==> src/rtl/execute_stage.sv <==
// Execute stage: single-cycle ALU/branch resolution, latency 1, plus an iterative shift-add multiplier (latency N+1).
// While a multiply is accepted or in flight, stall holds the decode bundle; the held MUL is ignored on the cycle after completion.
module execute_stage #(
  parameter int MUL_BITS_PER_CYCLE = 1
) (
  input  logic        clk,
  input  logic        reset,
  input  logic        in_valid,
  input  logic [31:0] operand1,
  input  logic [31:0] operand2,
  input  logic [4:0]  alu_operation,
  input  logic        dest_register_enable,
  input  logic [4:0]  dest_register_number,
  input  logic [31:0] next_program_counter,
  input  logic [31:0] branch_dest,
  input  logic [31:0] source2_reg_value,
  output logic        stall,
  output logic        out_valid,
  output logic [31:0] alu_result,
  output logic        out_dest_register_enable,
  output logic [4:0]  out_dest_register_number,
  output logic [31:0] store_data,
  output logic        redirect_valid,
  output logic [31:0] redirect_pc
);

  localparam logic [4:0] ADDITION       = 5'd0;
  localparam logic [4:0] SUBTRACTION    = 5'd1;
  localparam logic [4:0] MULTIPLICATION = 5'd2;
  localparam logic [4:0] ALU_JALR       = 5'd3;
  localparam logic [4:0] ALU_BEQ        = 5'd4;
  localparam logic [4:0] ALU_BLT        = 5'd5;
  localparam logic [4:0] ALU_BGE        = 5'd6;
  localparam logic [4:0] ALU_BLTU       = 5'd7;
  localparam logic [4:0] ALU_BGEU       = 5'd8;

  localparam int         N         = 32 / MUL_BITS_PER_CYCLE;
  localparam logic [4:0] LAST_ITER = 5'(N - 1);

  typedef enum logic {IDLE, MUL_BUSY} state_t;
  state_t state, state_next;

  logic [31:0] mcand, mplier, acc, partial, acc_next;
  logic [31:0] sum, diff, jalr_target;
  logic [4:0]  iter;
  logic        mul_done, accept, start_mul, mul_last, branch_op, taken;

  // mul_done marks the cycle where decode still presents the just-finished MUL.
  assign accept      = in_valid && !redirect_valid && !mul_done && (state == IDLE);
  assign start_mul   = accept && (alu_operation == MULTIPLICATION);
  assign mul_last    = (state == MUL_BUSY) && (iter == LAST_ITER);
  assign stall       = start_mul || (state == MUL_BUSY);

  assign sum         = operand1 + operand2;
  assign diff        = operand1 - operand2;
  assign jalr_target = {sum[31:1], 1'b0};

  always_comb begin
    branch_op = 1'b1;
    taken     = 1'b0;
    case (alu_operation)
      ALU_BEQ:  taken = (operand1 == operand2);
      ALU_BLT:  taken = ($signed(operand1) <  $signed(operand2));
      ALU_BGE:  taken = ($signed(operand1) >= $signed(operand2));
      ALU_BLTU: taken = (operand1 <  operand2);
      ALU_BGEU: taken = (operand1 >= operand2);
      default:  branch_op = 1'b0;
    endcase
  end

  always_comb begin
    partial = '0;
    for (int k = 0; k < MUL_BITS_PER_CYCLE; k++) begin
      if (mplier[k]) partial = partial + (mcand << k);
    end
    acc_next = acc + partial;
  end

  always_ff @(posedge clk or negedge reset) begin
    if (!reset) state <= IDLE;
    else        state <= state_next;
  end

  always_comb begin
    state_next = state;
    case (state)
      IDLE:     if (start_mul) state_next = MUL_BUSY;
      MUL_BUSY: if (mul_last)  state_next = IDLE;
    endcase
  end

  always_ff @(posedge clk or negedge reset) begin
    if (!reset) begin
      mcand    <= '0;
      mplier   <= '0;
      acc      <= '0;
      iter     <= '0;
      mul_done <= 1'b0;
    end else begin
      mul_done <= mul_last;
      if (start_mul) begin
        mcand  <= operand1;
        mplier <= operand2;
        acc    <= '0;
        iter   <= '0;
      end else if (state == MUL_BUSY) begin
        acc    <= acc_next;
        mcand  <= mcand << MUL_BITS_PER_CYCLE;
        mplier <= mplier >> MUL_BITS_PER_CYCLE;
        iter   <= iter + 5'd1;
      end
    end
  end

  // Outputs hold their last values on idle/squashed cycles; only the pulses clear.
  always_ff @(posedge clk or negedge reset) begin
    if (!reset) begin
      out_valid                <= 1'b0;
      alu_result               <= '0;
      out_dest_register_enable <= 1'b0;
      out_dest_register_number <= '0;
      store_data               <= '0;
      redirect_valid           <= 1'b0;
      redirect_pc              <= '0;
    end else begin
      out_valid      <= 1'b0;
      redirect_valid <= 1'b0;
      if (mul_last) begin
        out_valid  <= 1'b1;
        alu_result <= acc_next;
      end else if (start_mul) begin
        alu_result               <= '0;
        out_dest_register_enable <= dest_register_enable;
        out_dest_register_number <= dest_register_number;
        store_data               <= source2_reg_value;
      end else if (accept) begin
        out_valid                <= 1'b1;
        out_dest_register_enable <= dest_register_enable && !branch_op;
        out_dest_register_number <= dest_register_number;
        store_data               <= source2_reg_value;
        case (alu_operation)
          SUBTRACTION: alu_result <= diff;
          ALU_JALR: begin
            alu_result     <= next_program_counter;
            redirect_valid <= 1'b1;
            redirect_pc    <= jalr_target;
          end
          default: begin
            if (branch_op) begin
              alu_result     <= '0;
              redirect_valid <= taken;
              redirect_pc    <= branch_dest;
            end else begin
              alu_result <= sum;
            end
          end
        endcase
      end
    end
  end

endmodule

==> config.mk <==
export PLATFORM = sky130hd
export DESIGN_NAME = execute_stage
export DESIGN_NICKNAME = d
export VERILOG_FILES = /design/src/rtl/execute_stage.sv
export SDC_FILE = /design/constraint.sdc
export NUM_CORES = 1
export LEC_CHECK = 0
export ABC_CLOCK_PERIOD_IN_PS = 4220
export BUFFER_PORTS_ARGS = -buffer_cell sky130_fd_sc_hd__buf_2
export CORE_MARGIN = 2
export CORE_UTILIZATION = 50
export DETAILED_ROUTE_END_ITERATION = 6
export PLACE_DENSITY = 0.77
export SYNTH_ARGS = -nofsm -noshare
export SYNTH_HDL_FRONTEND = slang
export SYNTH_SLANG_ARGS = --single-unit
==> constraint.sdc <==
create_clock -name clk -period 4.22 [get_ports clk]
set_input_delay 0.422 -clock clk [delete_from_list [all_inputs] [get_ports clk]]
set_output_delay 0.422 -clock clk [all_outputs]
set_load 0.01 [all_outputs]
==> results.ini <==
[layout]
n_fill_cell = 2618
fin_util_pct = 59.9
drive_above_1_share_pct = 19.0
finalNonFillerCells = 2398
final_nets = 2266
area_delta_synth_final_pct = 18.3

[worst_setup_path]
r2r_cells = 12
start_kind = flip-flop
r2r_start = mcand[0]
critical_path.max_fanout = 5
cp-end-kind = flip-flop
arrival_ns = 4.06
crit_required_ns = 4.60
crit_type = reg -> reg
reg2reg_to = alu_result[22]
rrSetupSlack_ns = 0.53

[synth]
synth_nets = 2035
synthDistinctLibCells = 87
synth_area_um2 = 14500
synthArstFlopShare_pct = 100
synthFlopType = dfrtp_1
synth.avg_cell_area_um2 = 8.25
ys_top_cells_by_count = 379 x nand2_1, 207 x dfrtp_1, 113 x o21ai_0
synth_area_leaders = dfrtp_1 36%, nand2_1 9.8%, ha_1 8.3%
ys_ff_latch = 207
ys_seq_area_share_pct = 35.6
synthCells = 1762
synth_top_area_share_pct = 35.6
synth_top_area_cell = dfrtp_1
yosysMostFrequentCell = nand2_1
synth_edf_count = 0
synth_warnings = 0

[cts]
cts_setup_buffers = 0
cts.clk_slew.worst_paths_ns = 0.06
cts_root_buf = clkbuf_16
cts_resized = 0
cts_buffers = 24
cts_sinks = 207
cts_tree = yes
clk_path_buf_depth = 3
cts_hold_buf = 0
insertion_delay_ns = 0.54
cts_htree_levels = 1

[detailed_routing]
wl_per_cell_um = 22.5
routed_wl_um = 54000
antenna_left = 0
drc = 0
drtIter0Drc = 1382
vias_per_cell = 6.07
vias = 14500
drt-pass1-iter-count = 5

[run_status]
status = completed

[die]
pin_count = 279
die_area_um2 = 30500
core_um2 = 28700
die_w_um = 175
start_util_pct = 50.6
die_y_um = 175
rows = 62

[pwr]
p_leak_nw = 8.58
ir_drop_mv = 0.308
power_density_nw_per_um2 = 525
p_total_w = 0.00903

[grt]
first_global_vias = 14100
grt_max_degree = 118
grt_usage_pct = 34.9
antenna_found_initial = 3
grt_overflow = 0
grt_pass1_wl_um = 82700

[timing]
final_hold_viol_count = 0
tns_ns = 0
relSlewSlack_pct = 29.0
fmax_mhz = 271
setup_violations = 0
clock_skew_ns = 0.0240
worst_pin_slew_ns = 1.06
finalMaxSlewViolations = 0
period_minus_slack_ns = 3.69
finalCritPeriodShare_pct = 87.3
rsz0062_at_grt = false

[placement]
dp.final_hpwl_um = 41500
io_buffers = 278
finalWeightedCongestion = 1.03
dp.cells = 2351

[run]
cap_violations = 0

[min_path]
hp-class = in -> async

registers in the layout, summed over array words and instances (netlist names):
| name | count |
|---|---|
| store_data | 32 |
| out_valid | 1 |
| mplier | 32 |
| acc | 32 |
| mcand | 32 |
| iter | 5 |
| redirect_pc | 32 |
| alu_result | 32 |
| state | 1 |
| mul_done | 1 |
| out_dest_register_number | 5 |
| out_dest_register_enable | 1 |
| redirect_valid | 1 |
placed cells by master (no fill, tap or decap), types with 27 or more instances in the layout:
master and count:
a21o_1 30, a21oi_1 89, a22oi_1 76, and2_1 38, buf_2 277, buf_4 29, dfrtp_1 206, ha_1 96
inv_1 64, mux2i_1 27, nand2_1 379, nand3_1 29, nor2_1 101, o21ai_0 113, xnor2_1 58
final cells by class:
type	count	area (um^2)	area share, %
Clock buffer	33	684	3.98
Clock inverter	11	200	1.16
Multi-Input combinational cell	1383	8740	50.8
Inverter	69	259	1.51
Antenna cell	3	7.51	0.0437
Timing Repair Buffer	308	1640	9.52
Tap cell	384	480	2.79
Sequential cell	207	5180	30.1
how the worst max path moves through the flow:
stage | start | end | slack, ns | cells after the start
floorplan | mplier[0] | acc[17] | 1.21 | 12
global placement | operand2[6] | alu_result[19] | 0.69 | 12
detailed placement | operand1[0] | redirect_pc[22] | 0.65 | 12
CTS | mcand[0] | alu_result[22] | 0.65 | 12
global route | mcand[0] | alu_result[22] | 0.33 | 12
finish | mcand[0] | alu_result[22] | 0.53 | 12
worst max-delay path: stages (launching register included):
cell	delay, ns
dfrtp_1	0.39
and2_1	0.16
ha_1	0.23
fa_1	0.43
a21oi_1	0.20
o21ai_0	0.13
o21ai_0	0.43
o31ai_1	0.20
nor2_1	0.33
o21a_1	0.29
mux2i_1	0.11
nor3_1	0.46
o211ai_1	0.16
routing by layer:
layer	track usage, %	share of wire (%)	vias up
li1	-	-	6732
met5	0	0	-
met4	10.5	3.3	0
met3	5.80	9.3	103
met2	56.1	45	737
met1	48.4	42	6977
kinds of logic after synthesis:
family,Yosys count,synth area share (%)
and+or+nand+nor,667,20.4
AOI/OAI and AO/OA,512,24.2
DFF,207,35.6
buffers and inverters,172,4.58
adders and majority gates,99,8.68
xor gates and xnor gates,78,4.70
muxes,27,1.86
metrics by stage:
stage | hold WS [ns] | area, um^2 | worst slack (ns)
3_3_place_gp | 0.451 | 16300 | 0.695
2_1_floorplan | 0.126 | 14500 | 1.21
4_1_cts | 0.0631 | 17200 | 0.647
5_1_grt | 0.0819 | 17200 | 0.328
6_report | 0.0234 | 17200 | 0.534
3_5_place_dp | 0.457 | 16300 | 0.651
report_power, final:
group	switching (W)	internal [W]	total (W)
sequential	0.000597	0.00273	0.00332
combinational	0.00207	0.00131	0.00337
clock	0.000891	0.00144	0.00234
total	0.00355	0.00548	0.00903
Power figures use the tool's default switching activity.
